## config.mk

```make
export PLATFORM = sky130hd
export DESIGN_NAME = alu_exec_seq_flat
export DESIGN_NICKNAME = d
export VERILOG_FILES = /design/src/rtl/alu_exec_seq_pkg.sv /design/src/rtl/alu_exec_seq_if.sv /design/src/rtl/alu_exec_seq_mac.sv /design/src/rtl/alu_exec_seq.sv /design/src/flat_wrapper.sv
export SDC_FILE = /design/constraint.sdc
export NUM_CORES = 1
export LEC_CHECK = 0
export ABC_AREA = 0
export BUFFER_PORTS_ARGS = -buffer_cell sky130_fd_sc_hd__buf_2
export CAP_MARGIN = 20
export CORE_UTILIZATION = 40
export CTS_CLUSTER_SIZE = 8
export DETAILED_ROUTE_END_ITERATION = 8
export GPL_TIMING_DRIVEN = 0
export PLACE_DENSITY = 0.54
export SLEW_MARGIN = 40
export SYNTH_ARGS = -nofsm -noshare
export SYNTH_HDL_FRONTEND = slang
export SYNTH_HIERARCHICAL = 1
export SYNTH_SLANG_ARGS = --single-unit
```

## constraint.sdc

```tcl
create_clock -name clk -period 10.1 [get_ports clk]
set_input_delay 2.02 -clock clk [delete_from_list [all_inputs] [get_ports clk]]
set_output_delay 2.02 -clock clk [all_outputs]
set_load 0.01 [all_outputs]
```

## src/rtl/alu_exec_seq_pkg.sv

```systemverilog
// Shared types, widths and ALU control codes for the EX-stage execute unit.
// Control code values mirror the alu_control decoder output.
package alu_exec_seq_pkg;

  localparam int XLEN    = 32;
  localparam int SHAMT_W = 5;

  localparam logic [3:0] ALU_ADD        = 4'd0;
  localparam logic [3:0] ALU_SUB        = 4'd1;
  localparam logic [3:0] ALU_SLL        = 4'd2;
  localparam logic [3:0] ALU_SLT        = 4'd3;
  localparam logic [3:0] ALU_SLTU       = 4'd4;
  localparam logic [3:0] ALU_XOR        = 4'd5;
  localparam logic [3:0] ALU_SRL        = 4'd6;
  localparam logic [3:0] ALU_SRA        = 4'd7;
  localparam logic [3:0] ALU_OR         = 4'd8;
  localparam logic [3:0] ALU_AND        = 4'd9;
  localparam logic [3:0] ALU_NOTEQ      = 4'd10;
  localparam logic [3:0] ALU_SGE        = 4'd11;
  localparam logic [3:0] ALU_SGEU       = 4'd12;
  localparam logic [3:0] ALU_JUMP       = 4'd13;
  localparam logic [3:0] ALU_MATRIX_MUL = 4'd14;
  localparam logic [3:0] ALU_INVALID    = 4'd15;

  function automatic logic is_shift(
    input logic [3:0] c
  );
    return (c == ALU_SLL) || (c == ALU_SRL) ||
           (c == ALU_SRA);
  endfunction

endpackage

```

## src/rtl/alu_exec_seq_if.sv

```systemverilog
// Request/response handshake bundle between EX issue logic
// and the sequential execute unit.
interface alu_exec_seq_if;
  import alu_exec_seq_pkg::*;

  logic            in_valid;
  logic            in_ready;
  logic [3:0]      alu_ctrl;
  logic [XLEN-1:0] op1;
  logic [XLEN-1:0] op2;
  logic            flush;
  logic            out_valid;
  logic            out_ready;
  logic [XLEN-1:0] result;
  logic            br_taken;
  logic            illegal;

  modport master (
    output in_valid, alu_ctrl, op1, op2,
    output flush, out_ready,
    input  in_ready, out_valid, result,
    input  br_taken, illegal
  );

  modport slave (
    input  in_valid, alu_ctrl, op1, op2,
    input  flush, out_ready,
    output in_ready, out_valid, result,
    output br_taken, illegal
  );

endinterface

```

## src/rtl/alu_exec_seq_mac.sv

```systemverilog
// One element of a 2x2 packed-byte matrix product:
// y = (a0*b0 + a1*b1) mod 256.
module mat2_elem_mac (
  input  logic [7:0] a0,
  input  logic [7:0] a1,
  input  logic [7:0] b0,
  input  logic [7:0] b1,
  output logic [7:0] y
);

  assign y = a0 * b0 + a1 * b1;

endmodule

```

## src/rtl/alu_exec_seq.sv

```systemverilog
// Sequential execute unit: 1-cycle ALU ops, bit-serial shifts
// and a 4-cycle packed-byte 2x2 matrix multiply.
module alu_exec_seq
  import alu_exec_seq_pkg::*;
(
  input logic           clk,
  input logic           rst,
  alu_exec_seq_if.slave bus
);

  typedef enum logic [1:0] {
    IDLE   = 2'd0,
    SHIFT  = 2'd1,
    MATMUL = 2'd2,
    DONE   = 2'd3
  } state_t;

  state_t state, state_n;

  logic [XLEN-1:0]    acc, acc_n;
  logic [XLEN-1:0]    opb, opb_n;
  logic [XLEN-1:0]    res, res_n;
  logic [SHAMT_W-1:0] cnt, cnt_n;
  logic [1:0]         idx, idx_n;
  logic [3:0]         ctrl, ctrl_n;
  logic               br, br_n;
  logic               ill, ill_n;

  logic [SHAMT_W-1:0] shamt;
  logic [XLEN-1:0]    s_res;
  logic               s_br;
  logic               s_ill;
  logic               eq, lt, ltu;
  logic [XLEN-1:0]    sh;
  logic [7:0]         a0, a1, b0, b1, mac_y;

  assign bus.in_ready  = (state == IDLE);
  assign bus.out_valid = (state == DONE);
  assign bus.result    = res;
  assign bus.br_taken  = br;
  assign bus.illegal   = ill;

  assign shamt = bus.op2[SHAMT_W-1:0];
  assign eq    = (bus.op1 == bus.op2);
  assign lt    = $signed(bus.op1) < $signed(bus.op2);
  assign ltu   = bus.op1 < bus.op2;

  always_comb begin
    s_res = '0;
    s_br  = 1'b0;
    s_ill = 1'b0;
    case (bus.alu_ctrl)
      ALU_ADD:  s_res = bus.op1 + bus.op2;
      ALU_SUB: begin
        s_res = bus.op1 - bus.op2;
        s_br  = eq;
      end
      ALU_SLL, ALU_SRL, ALU_SRA:
        s_res = bus.op1;
      ALU_SLT: begin
        s_res = {{(XLEN-1){1'b0}}, lt};
        s_br  = lt;
      end
      ALU_SLTU: begin
        s_res = {{(XLEN-1){1'b0}}, ltu};
        s_br  = ltu;
      end
      ALU_SGE: begin
        s_res = {{(XLEN-1){1'b0}}, !lt};
        s_br  = !lt;
      end
      ALU_SGEU: begin
        s_res = {{(XLEN-1){1'b0}}, !ltu};
        s_br  = !ltu;
      end
      ALU_XOR:   s_res = bus.op1 ^ bus.op2;
      ALU_OR:    s_res = bus.op1 | bus.op2;
      ALU_AND:   s_res = bus.op1 & bus.op2;
      ALU_NOTEQ: s_br  = !eq;
      ALU_JUMP: begin
        s_res = bus.op1 + 32'd4;
        s_br  = 1'b1;
      end
      default:   s_ill = 1'b1;
    endcase
  end

  always_comb begin
    sh = acc >> 1;
    if (ctrl == ALU_SLL)
      sh = acc << 1;
    else if (ctrl == ALU_SRA)
      sh = {acc[XLEN-1], acc[XLEN-1:1]};
  end

  // Row i of A is selected by idx[1], column j of B by idx[0].
  assign a0 = idx[1] ? acc[23:16] : acc[7:0];
  assign a1 = idx[1] ? acc[31:24] : acc[15:8];
  assign b0 = idx[0] ? opb[15:8]  : opb[7:0];
  assign b1 = idx[0] ? opb[31:24] : opb[23:16];

  mat2_elem_mac u_mac (
    .a0 (a0),
    .a1 (a1),
    .b0 (b0),
    .b1 (b1),
    .y  (mac_y)
  );

  always_comb begin
    state_n = state;
    acc_n   = acc;
    opb_n   = opb;
    res_n   = res;
    cnt_n   = cnt;
    idx_n   = idx;
    ctrl_n  = ctrl;
    br_n    = br;
    ill_n   = ill;
    if (bus.flush) begin
      state_n = IDLE;
      if (state != IDLE) begin
        res_n = '0;
        br_n  = 1'b0;
        ill_n = 1'b0;
      end
    end else begin
      unique case (state)
        IDLE: if (bus.in_valid) begin
          ctrl_n = bus.alu_ctrl;
          unique case (1'b1)
            is_shift(bus.alu_ctrl) && (shamt != '0): begin
              acc_n   = bus.op1;
              cnt_n   = shamt;
              br_n    = 1'b0;
              ill_n   = 1'b0;
              state_n = SHIFT;
            end
            bus.alu_ctrl == ALU_MATRIX_MUL: begin
              acc_n   = bus.op1;
              opb_n   = bus.op2;
              idx_n   = 2'd0;
              res_n   = '0;
              br_n    = 1'b0;
              ill_n   = 1'b0;
              state_n = MATMUL;
            end
            default: begin
              res_n   = s_res;
              br_n    = s_br;
              ill_n   = s_ill;
              state_n = DONE;
            end
          endcase
        end
        SHIFT: begin
          acc_n = sh;
          cnt_n = cnt - 1'b1;
          if (cnt == 5'd1) begin
            res_n   = sh;
            state_n = DONE;
          end
        end
        MATMUL: begin
          unique case (idx)
            2'd0: res_n[7:0]   = mac_y;
            2'd1: res_n[15:8]  = mac_y;
            2'd2: res_n[23:16] = mac_y;
            2'd3: res_n[31:24] = mac_y;
          endcase
          idx_n = idx + 2'd1;
          if (idx == 2'd3)
            state_n = DONE;
        end
        DONE: if (bus.out_ready)
          state_n = IDLE;
      endcase
    end
  end

  always_ff @(posedge clk) begin
    if (rst) begin
      state <= IDLE;
      acc   <= '0;
      opb   <= '0;
      res   <= '0;
      cnt   <= '0;
      idx   <= '0;
      ctrl  <= '0;
      br    <= 1'b0;
      ill   <= 1'b0;
    end else begin
      state <= state_n;
      acc   <= acc_n;
      opb   <= opb_n;
      res   <= res_n;
      cnt   <= cnt_n;
      idx   <= idx_n;
      ctrl  <= ctrl_n;
      br    <= br_n;
      ill   <= ill_n;
    end
  end

endmodule
```

## src/flat_wrapper.sv

```systemverilog
// flat-port wrapper written by rule: the top's interface ports become plain ports
module alu_exec_seq_flat import alu_exec_seq_pkg::*;
  (clk, rst, bus_in_valid, bus_alu_ctrl, bus_op1, bus_op2, bus_flush, bus_out_ready, bus_in_ready, bus_out_valid, bus_result, bus_br_taken, bus_illegal);
  alu_exec_seq_if bus_i ();
  input logic clk;
  input logic rst;
  input wire logic [$bits(bus_i.in_valid)-1:0] bus_in_valid;
  input wire logic [$bits(bus_i.alu_ctrl)-1:0] bus_alu_ctrl;
  input wire logic [$bits(bus_i.op1)-1:0] bus_op1;
  input wire logic [$bits(bus_i.op2)-1:0] bus_op2;
  input wire logic [$bits(bus_i.flush)-1:0] bus_flush;
  input wire logic [$bits(bus_i.out_ready)-1:0] bus_out_ready;
  output wire logic [$bits(bus_i.in_ready)-1:0] bus_in_ready;
  output wire logic [$bits(bus_i.out_valid)-1:0] bus_out_valid;
  output wire logic [$bits(bus_i.result)-1:0] bus_result;
  output wire logic [$bits(bus_i.br_taken)-1:0] bus_br_taken;
  output wire logic [$bits(bus_i.illegal)-1:0] bus_illegal;
  assign bus_i.in_valid = bus_in_valid;
  assign bus_i.alu_ctrl = bus_alu_ctrl;
  assign bus_i.op1 = bus_op1;
  assign bus_i.op2 = bus_op2;
  assign bus_i.flush = bus_flush;
  assign bus_i.out_ready = bus_out_ready;
  assign bus_in_ready = bus_i.in_ready;
  assign bus_out_valid = bus_i.out_valid;
  assign bus_result = bus_i.result;
  assign bus_br_taken = bus_i.br_taken;
  assign bus_illegal = bus_i.illegal;
  alu_exec_seq u_core (.clk(clk), .rst(rst), .bus(bus_i));
endmodule
```

==> reports/metrics.cfg, run 1 <==
[run_status]
outcome=finished, final reports clean

[global_routing]
grt_first_pass_wirelength_um=99200
grt_overflow_total=0
grt_pass1_vias=14548
grt_use_total_pct=38.6
antenna_found_initial=0
grt_max_degree=22

[worst_setup_path]
path_max_fanout=10
cp-end-kind=register
critical_path_required_ps=10400
path_class=register to register
critPathLaunchType=register
crit_arrival_ps=8020

[yosys]
synth_seq_cells=111
syn-cell-area_mm2=0.0138
ys_types=99
postSynthCellCount=1884
synthFlopType=dfxtp_1
synth_nets=2140
syn_avg_cell_area_um2=7.33
ys_seq_area_share_pct=16.1
synth_edf_count=0
synthArstFlopShare_pct=0
synth_warnings=6

[floorplanning]
rows=67
fp.dieH_um=188
start_util_pct=40.9
die-area_mm2=0.0353
io_pins=109
die_x_um=188
core_area_mm2=0.0338

[power_and_ir_drop]
leakagePower_nw=6.21
p_comb_share_pct=42.3
swShare_pct=45.5
peakVddDrop_uv=91.6
p_sw_mw=0.685
p_seq_share_pct=31.3
powerDensity_mw_per_mm2=98.7
p_int_mw=0.822
p_clk_share_pct=26.3

[finish]
n_fill_cell=3613
diodes=0
final_core_util_pct=45.2
nets=2257
syn_to_final_growth_pct=10.5
drive_gt1_share_pct=11.8

[cts]
cts_max_path_buffers=2
postCtsSetupBuffers=0
cts_root_buf=clkbuf_16
path_clk_slew_ps=90
ctsHoldBuffers=0
numCtsBuffers=9
clk_latency_ps=400
cts_tree=built
htreeDepth=3
cts_resized=0
cts_sinks=111

[sta]
setup_viol_count_final=0
clock_skew_ps=21.2
finalSetupTns_ps=0
slew_viol_final=0
rsz0062_at_grt=no
worst_slew_pin_slew_ps=929
post-route-period-util_pct=76.5
max_freq_mhz=129
fin_crit_ps=7730
hold_viol_final=0
relSlewSlack_pct=37.9

[placement]
dp_hpwl_um=55700
gp_congestion=1.00
io_buffers=104

[routing]
vias=15418
post_drt_via_cell_ratio=6.28
drtAntennaViolNets=0
wl_per_cell_um=28.1
dr.pass1.iters=6
drc=0
drt_wl_total_um=69000
drt_iter0_markers=1892

[job]
drv_cap=0

[min_path]
hold_class=register to register

[stage by stage]
step / hold WS (ps) / power, mW / instances / area [µm²] / setup WS (ps)
2_1_floorplan: 432 / 0.845 / 1884 / 13800 / 4130
3_3_place_gp: 438 / 1.09 / 2436 / 14900 / 2570
3_5_place_dp: 444 / 1.09 / 2438 / 15000 / 2570
4_1_cts: 455 / 1.49 / 2454 / 15300 / 2560
5_1_grt: 478 / 1.56 / 2454 / 15300 / 2200
6_report: 454 / 1.51 / 2454 / 15300 / 2370
[synth_stat cells, types with 16 or more instances]
library cell | count | area (µm²)
o211ai_1 | 34 | 255
a31oi_1 | 21 | 131
nand3_1 | 31 | 155
buf_2 | 18 | 90.1
o21bai_1 | 16 | 120
a211oi_1 | 23 | 173
nor4_1 | 19 | 119
xnor2_1 | 36 | 315
o21ai_0 | 106 | 531
dfxtp_1 | 111 | 2220
ha_1 | 150 | 1880
nand2_1 | 251 | 942
nand2b_1 | 16 | 100
clkbuf_1 | 85 | 319
mux2_2 | 32 | 360
mux2i_1 | 34 | 340
fa_1 | 33 | 661
nor3_1 | 35 | 175
nor2_1 | 131 | 492
inv_1 | 150 | 563
a21oi_1 | 188 | 941
and2_1 | 46 | 288
nand4_1 | 19 | 119
o21ai_1 | 18 | 90.1
a21o_1 | 20 | 150
[state kept, by name, indices dropped and copies added, names as in the netlist]
name and count:
u_core/bus.illegal 1, u_core/state 2, u_core/opb 32, u_core/bus.br_taken 1
u_core/acc 32, u_core/cnt 5, u_core/bus.result 32, u_core/ctrl 4
u_core/idx 2
[critical path, cell delays in order (launching register included)]
cell,delay (ps)
dfxtp_1,380
clkbuf_1,580
buf_1,660
mux2_2,440
nand2_1,100
fa_1,440
fa_1,560
fa_1,540
inv_1,60
fa_1,580
inv_1,70
fa_1,450
fa_1,420
xor2_1,170
xnor2_1,140
xnor2_1,240
xnor3_1,350
xnor3_1,220
a21oi_1,580
o21ai_0,320
a32o_1,330
[layout by cell type, fill, tap and decap left out, types with 21 or more instances in the layout]
master and count:
o21ai_0 106, dfxtp_1 111, o211ai_1 34, buf_2 122, a211oi_1 23, ha_1 150, clkbuf_1 73, inv_1 150
mux2i_1 34, nand2_1 251, nand3_1 31, a21oi_1 188, mux2_2 32, nor2_1 130, fa_1 33, nor3_1 34
a31oi_1 21, xnor2_1 36, and2_1 46
[per-layer routing]
metal / vias up / global-route usage, % / wire (µm)
met1: 7455 / 54.9 / 30700
li1: 6957 / - / -
met2: 874 / 57.2 / 28900
met5: - / 0 / 0
met3: 132 / 7.15 / 6730
met4: 0 / 14.6 / 2680
[logic make-up (layout without fill, tap and decap cells)]
kind of cell	count (synthesis)	count (layout)	share of synthesized area, %
AO/OA/AOI/OAI	590	590	28.4
XOR/XNOR	45	45	3.25
adder cells (fa/ha/maj)	183	183	18.4
buffers and inverters	266	388	7.55
flip-flops	111	111	16.1
multiplexers	67	67	5.15
AND/OR/NAND/NOR	622	622	21.2
[final cells by class]
type / count / area (µm²) / share of cell area (%)
Tap cell: 448 / 561 / 3.67
Sequential cell: 111 / 2220 / 14.6
Timing Repair Buffer: 106 / 539 / 3.53
Buffer: 111 / 477 / 3.12
Inverter: 155 / 582 / 3.81
Clock buffer: 9 / 225 / 1.48
Multi-Input combinational cell: 1507 / 10600 / 69.3
Clock inverter: 7 / 75.1 / 0.492
[final timing paths]
check                              from                                 end  slack (ps)  cells after the start
max          u_core/idx[0]$_SDFFE_PP0P_  u_core/bus.result[23]$_SDFFE_PP0P_        2370                     20
min          u_core/opb[5]$_SDFFE_PP0P_          u_core/opb[5]$_SDFFE_PP0P_         450                      2
max reg2reg  u_core/idx[0]$_SDFFE_PP0P_  u_core/bus.result[23]$_SDFFE_PP0P_        2370                     20
min reg2reg  u_core/opb[5]$_SDFFE_PP0P_          u_core/opb[5]$_SDFFE_PP0P_         450                      2
[power groups by stage]
stage / combinational, mW / clock [mW] / sequential (mW)
after floorplan: 0.367 / 0 / 0.478
after global placement: 0.610 / 0 / 0.481
after detailed placement: 0.611 / 0 / 0.481
after CTS: 0.614 / 0.402 / 0.471
after global routing: 0.671 / 0.419 / 0.473
final: 0.638 / 0.397 / 0.472
Power figures use the tool's default switching activity.
==> run 2, diff against run 1 <==
--- a/config.mk
+++ b/config.mk
@@ -12,7 +12,7 @@
 export CTS_CLUSTER_SIZE = 8
 export DETAILED_ROUTE_END_ITERATION = 8
 export GPL_TIMING_DRIVEN = 0
-export PLACE_DENSITY = 0.54
+export PLACE_DENSITY = 0.56
 export SLEW_MARGIN = 40
 export SYNTH_ARGS = -nofsm -noshare
 export SYNTH_HDL_FRONTEND = slang
==> constraint.sdc (replaced) <==
create_clock -name clk -period 6.76 [get_ports clk]
set_input_delay 1.352 -clock clk [delete_from_list [all_inputs] [get_ports clk]]
set_output_delay 1.352 -clock clk [all_outputs]
set_load 0.01 [all_outputs]
==> reports/metrics.cfg, run 2 (same netlist as run 1, synthesis figures left out) <==
[routing]
dr.pass1.iters=6  ; unchanged
vias=15476  ; +0.38%
drtAntennaViolNets=0  ; unchanged
post_drt_via_cell_ratio=6.31  ; +0.46%
wl_per_cell_um=27.2  ; -3.4%
drt_iter0_markers=1822  ; -3.7%
drc=0  ; unchanged
drt_wl_total_um=66600  ; -3.5%

[finish]
final_cell_mix=nand2_1 (251), a21oi_1 (187), inv_1 (150), ha_1 (150), nor2_1 (131)
n_fill_cell=3575  ; -1.1%
final_common_cell=nand2_1
design_area_mm2=0.0153  ; about the same
nets=2255  ; -0.089%
drive_gt1_share_pct=11.7  ; -0.14 points
syn_to_final_growth_pct=10.4  ; about the same
diodes=0  ; unchanged

[global_routing]
grt_use_total_pct=37.1  ; -1.4 points
grt_overflow_total=0  ; unchanged
grt_first_pass_wirelength_um=96600  ; -2.6%
grt_pass1_vias=14495  ; -0.36%
grt_max_degree=22  ; unchanged
antenna_found_initial=1  ; +1

[worst_setup_path]
path_class=register to register
crit_arrival_ps=6850  ; -1170 ps
critPathLaunch=u_core/idx[0]$_SDFFE_PP0P_
critPathLaunchType=register
cp-end-kind=register
critical_path_required_ps=7040  ; -3360 ps
r2r-start=u_core/idx[0]$_SDFFE_PP0P_
r2r_end=u_core/bus.result[23]$_SDFFE_PP0P_
rr_worst_depth=19  ; -5.0%
reg2reg_setup_slack_ps=190  ; -2180 ps
path_max_fanout=10  ; unchanged

[placement]
post_dp_cell_area_mm2=0.0149  ; -0.23%
gp_congestion=1.02  ; +1.9%
dp_slack_ps=-751  ; -3320 ps
dp_hpwl_um=53700  ; -3.6%
io_buffers=104  ; unchanged

[power_and_ir_drop]
leakagePower_nw=6.20  ; about the same
peakVddDrop_uv=144  ; +58%
powerDensity_mw_per_mm2=146  ; +48%

[cts]
cts_root_buf=clkbuf_16
path_clk_slew_ps=90  ; about the same
cts_max_path_buffers=2  ; unchanged
ctsHoldBuffers=0  ; unchanged
cts_sinks=111  ; unchanged
numCtsBuffers=9  ; unchanged
cts_tree=built
htreeDepth=3  ; unchanged
clk_latency_ps=380  ; -20 ps

[sta]
setup_slack_ps=188  ; -2180 ps
setup_viol_count_final=0  ; unchanged
fin_crit_ps=6570  ; -1160 ps
rsz0062_at_grt=no
post-route-period-util_pct=97.2  ; +21 points
max_freq_mhz=152  ; +18%
worst_slew_pin_slew_ps=953  ; +24.0 ps
clock_skew_ps=14.5  ; -6.75 ps
relSlewSlack_pct=36.5  ; -1.4 points
hold_viol_final=0  ; unchanged
slew_viol_final=0  ; unchanged

[min_path]
min_from=u_core/ctrl[1]$_SDFFE_PP0P_
hold_end=u_core/ctrl[1]$_SDFFE_PP0P_
hold_class=register to register
hold_depth=2  ; unchanged

[floorplanning]
die-area_mm2=0.0353  ; unchanged
rows=67  ; unchanged
die_x_um=188  ; unchanged
start_util_pct=40.9  ; unchanged
io_pins=109  ; unchanged
core_area_mm2=0.0338  ; unchanged
fp.dieH_um=188  ; unchanged

[run_status]
outcome=finished, final reports clean

[job]
drv_cap=0  ; unchanged

run 2: changes by cell type in the layout (fill, tap and decap cells not counted), moves of 2 or more:
cell | previous run | this run
buf_1 | 5 | 3
clkbuf_4 | 0 | 2
clkbuf_1 | 73 | 75
clkbuf_2 | 12 | 9
run 2: worst max-delay path, stage by stage (launching register included):
cell	delay [ps]
dfxtp_1	380
clkbuf_4	280
clkbuf_4	320
mux2_2	400
nand2_1	100
fa_1	440
fa_1	540
fa_1	530
inv_1	50
fa_1	530
inv_1	70
fa_1	440
xor2_1	220
xnor3_1	340
xnor3_1	370
xnor3_1	380
xnor3_1	290
a21oi_4	280
o21ai_0	210
a32o_1	300
run 2: stage by stage:
stage          utilization, %  cells  power (mW)  TNS, ps  hold WS [ps]
2_1_floorplan               -   1884        1.26        0           432
3_3_place_gp             44.1   2436        1.61    -3280           439
3_5_place_dp             44.2   2436        1.62    -3360           445
4_1_cts                  45.1   2452        2.20        0           457
5_1_grt                  45.2   2452        2.31        0           476
6_report                 45.2   2452        2.22        0           453
run 2: layout make-up:
class / count / area, µm² / share of cell area [%]
multi-input cells: 1507 / 10600 / 69.4
repair buffers: 104 / 520 / 3.41
plain buffers: 111 / 482 / 3.16
inverters: 155 / 582 / 3.81
clock inverters: 7 / 77.6 / 0.508
clock buffers: 9 / 225 / 1.48
flip-flops and latches: 111 / 2220 / 14.6
well taps: 448 / 561 / 3.67
run 2: power breakdown:
group	switching (mW)	internal (mW)
sequential	0.0265	0.679
combinational	0.654	0.285
clock	0.314	0.265
run 2: what timing repair did:
action	in CTS	in global routing
gates resized for setup	4	6
endpoints found under the setup margin	7	4
pin swaps	0	0
setup buffers	0	0
run 2: metal layers:
metal | global-route usage [%] | vias up | share of wire (%)
li1 | - | 6955 | -
met1 | 52.8 | 7445 | 44
met2 | 55.1 | 927 | 42
met3 | 7.41 | 149 | 11
met4 | 13.4 | 0 | 3.9
met5 | 0 | - | 0
run 2: how the worst max path moves through the flow:
| stage | depth (start not counted) | slack (ps) | endpoint |
|---|---|---|---|
| 2_1_floorplan | 20 | 790 | u_core/bus.result[23]$_SDFFE_PP0P_ |
| 3_3_place_gp | 20 | -750 | u_core/bus.result[23]$_SDFFE_PP0P_ |
| 3_5_place_dp | 19 | -750 | u_core/bus.result[23]$_SDFFE_PP0P_ |
| 4_1_cts | 19 | 20 | u_core/bus.result[23]$_SDFFE_PP0P_ |
| 5_1_grt | 21 | 20 | u_core/bus.result[31]$_SDFFE_PP0P_ |
| 6_report | 19 | 190 | u_core/bus.result[23]$_SDFFE_PP0P_ |
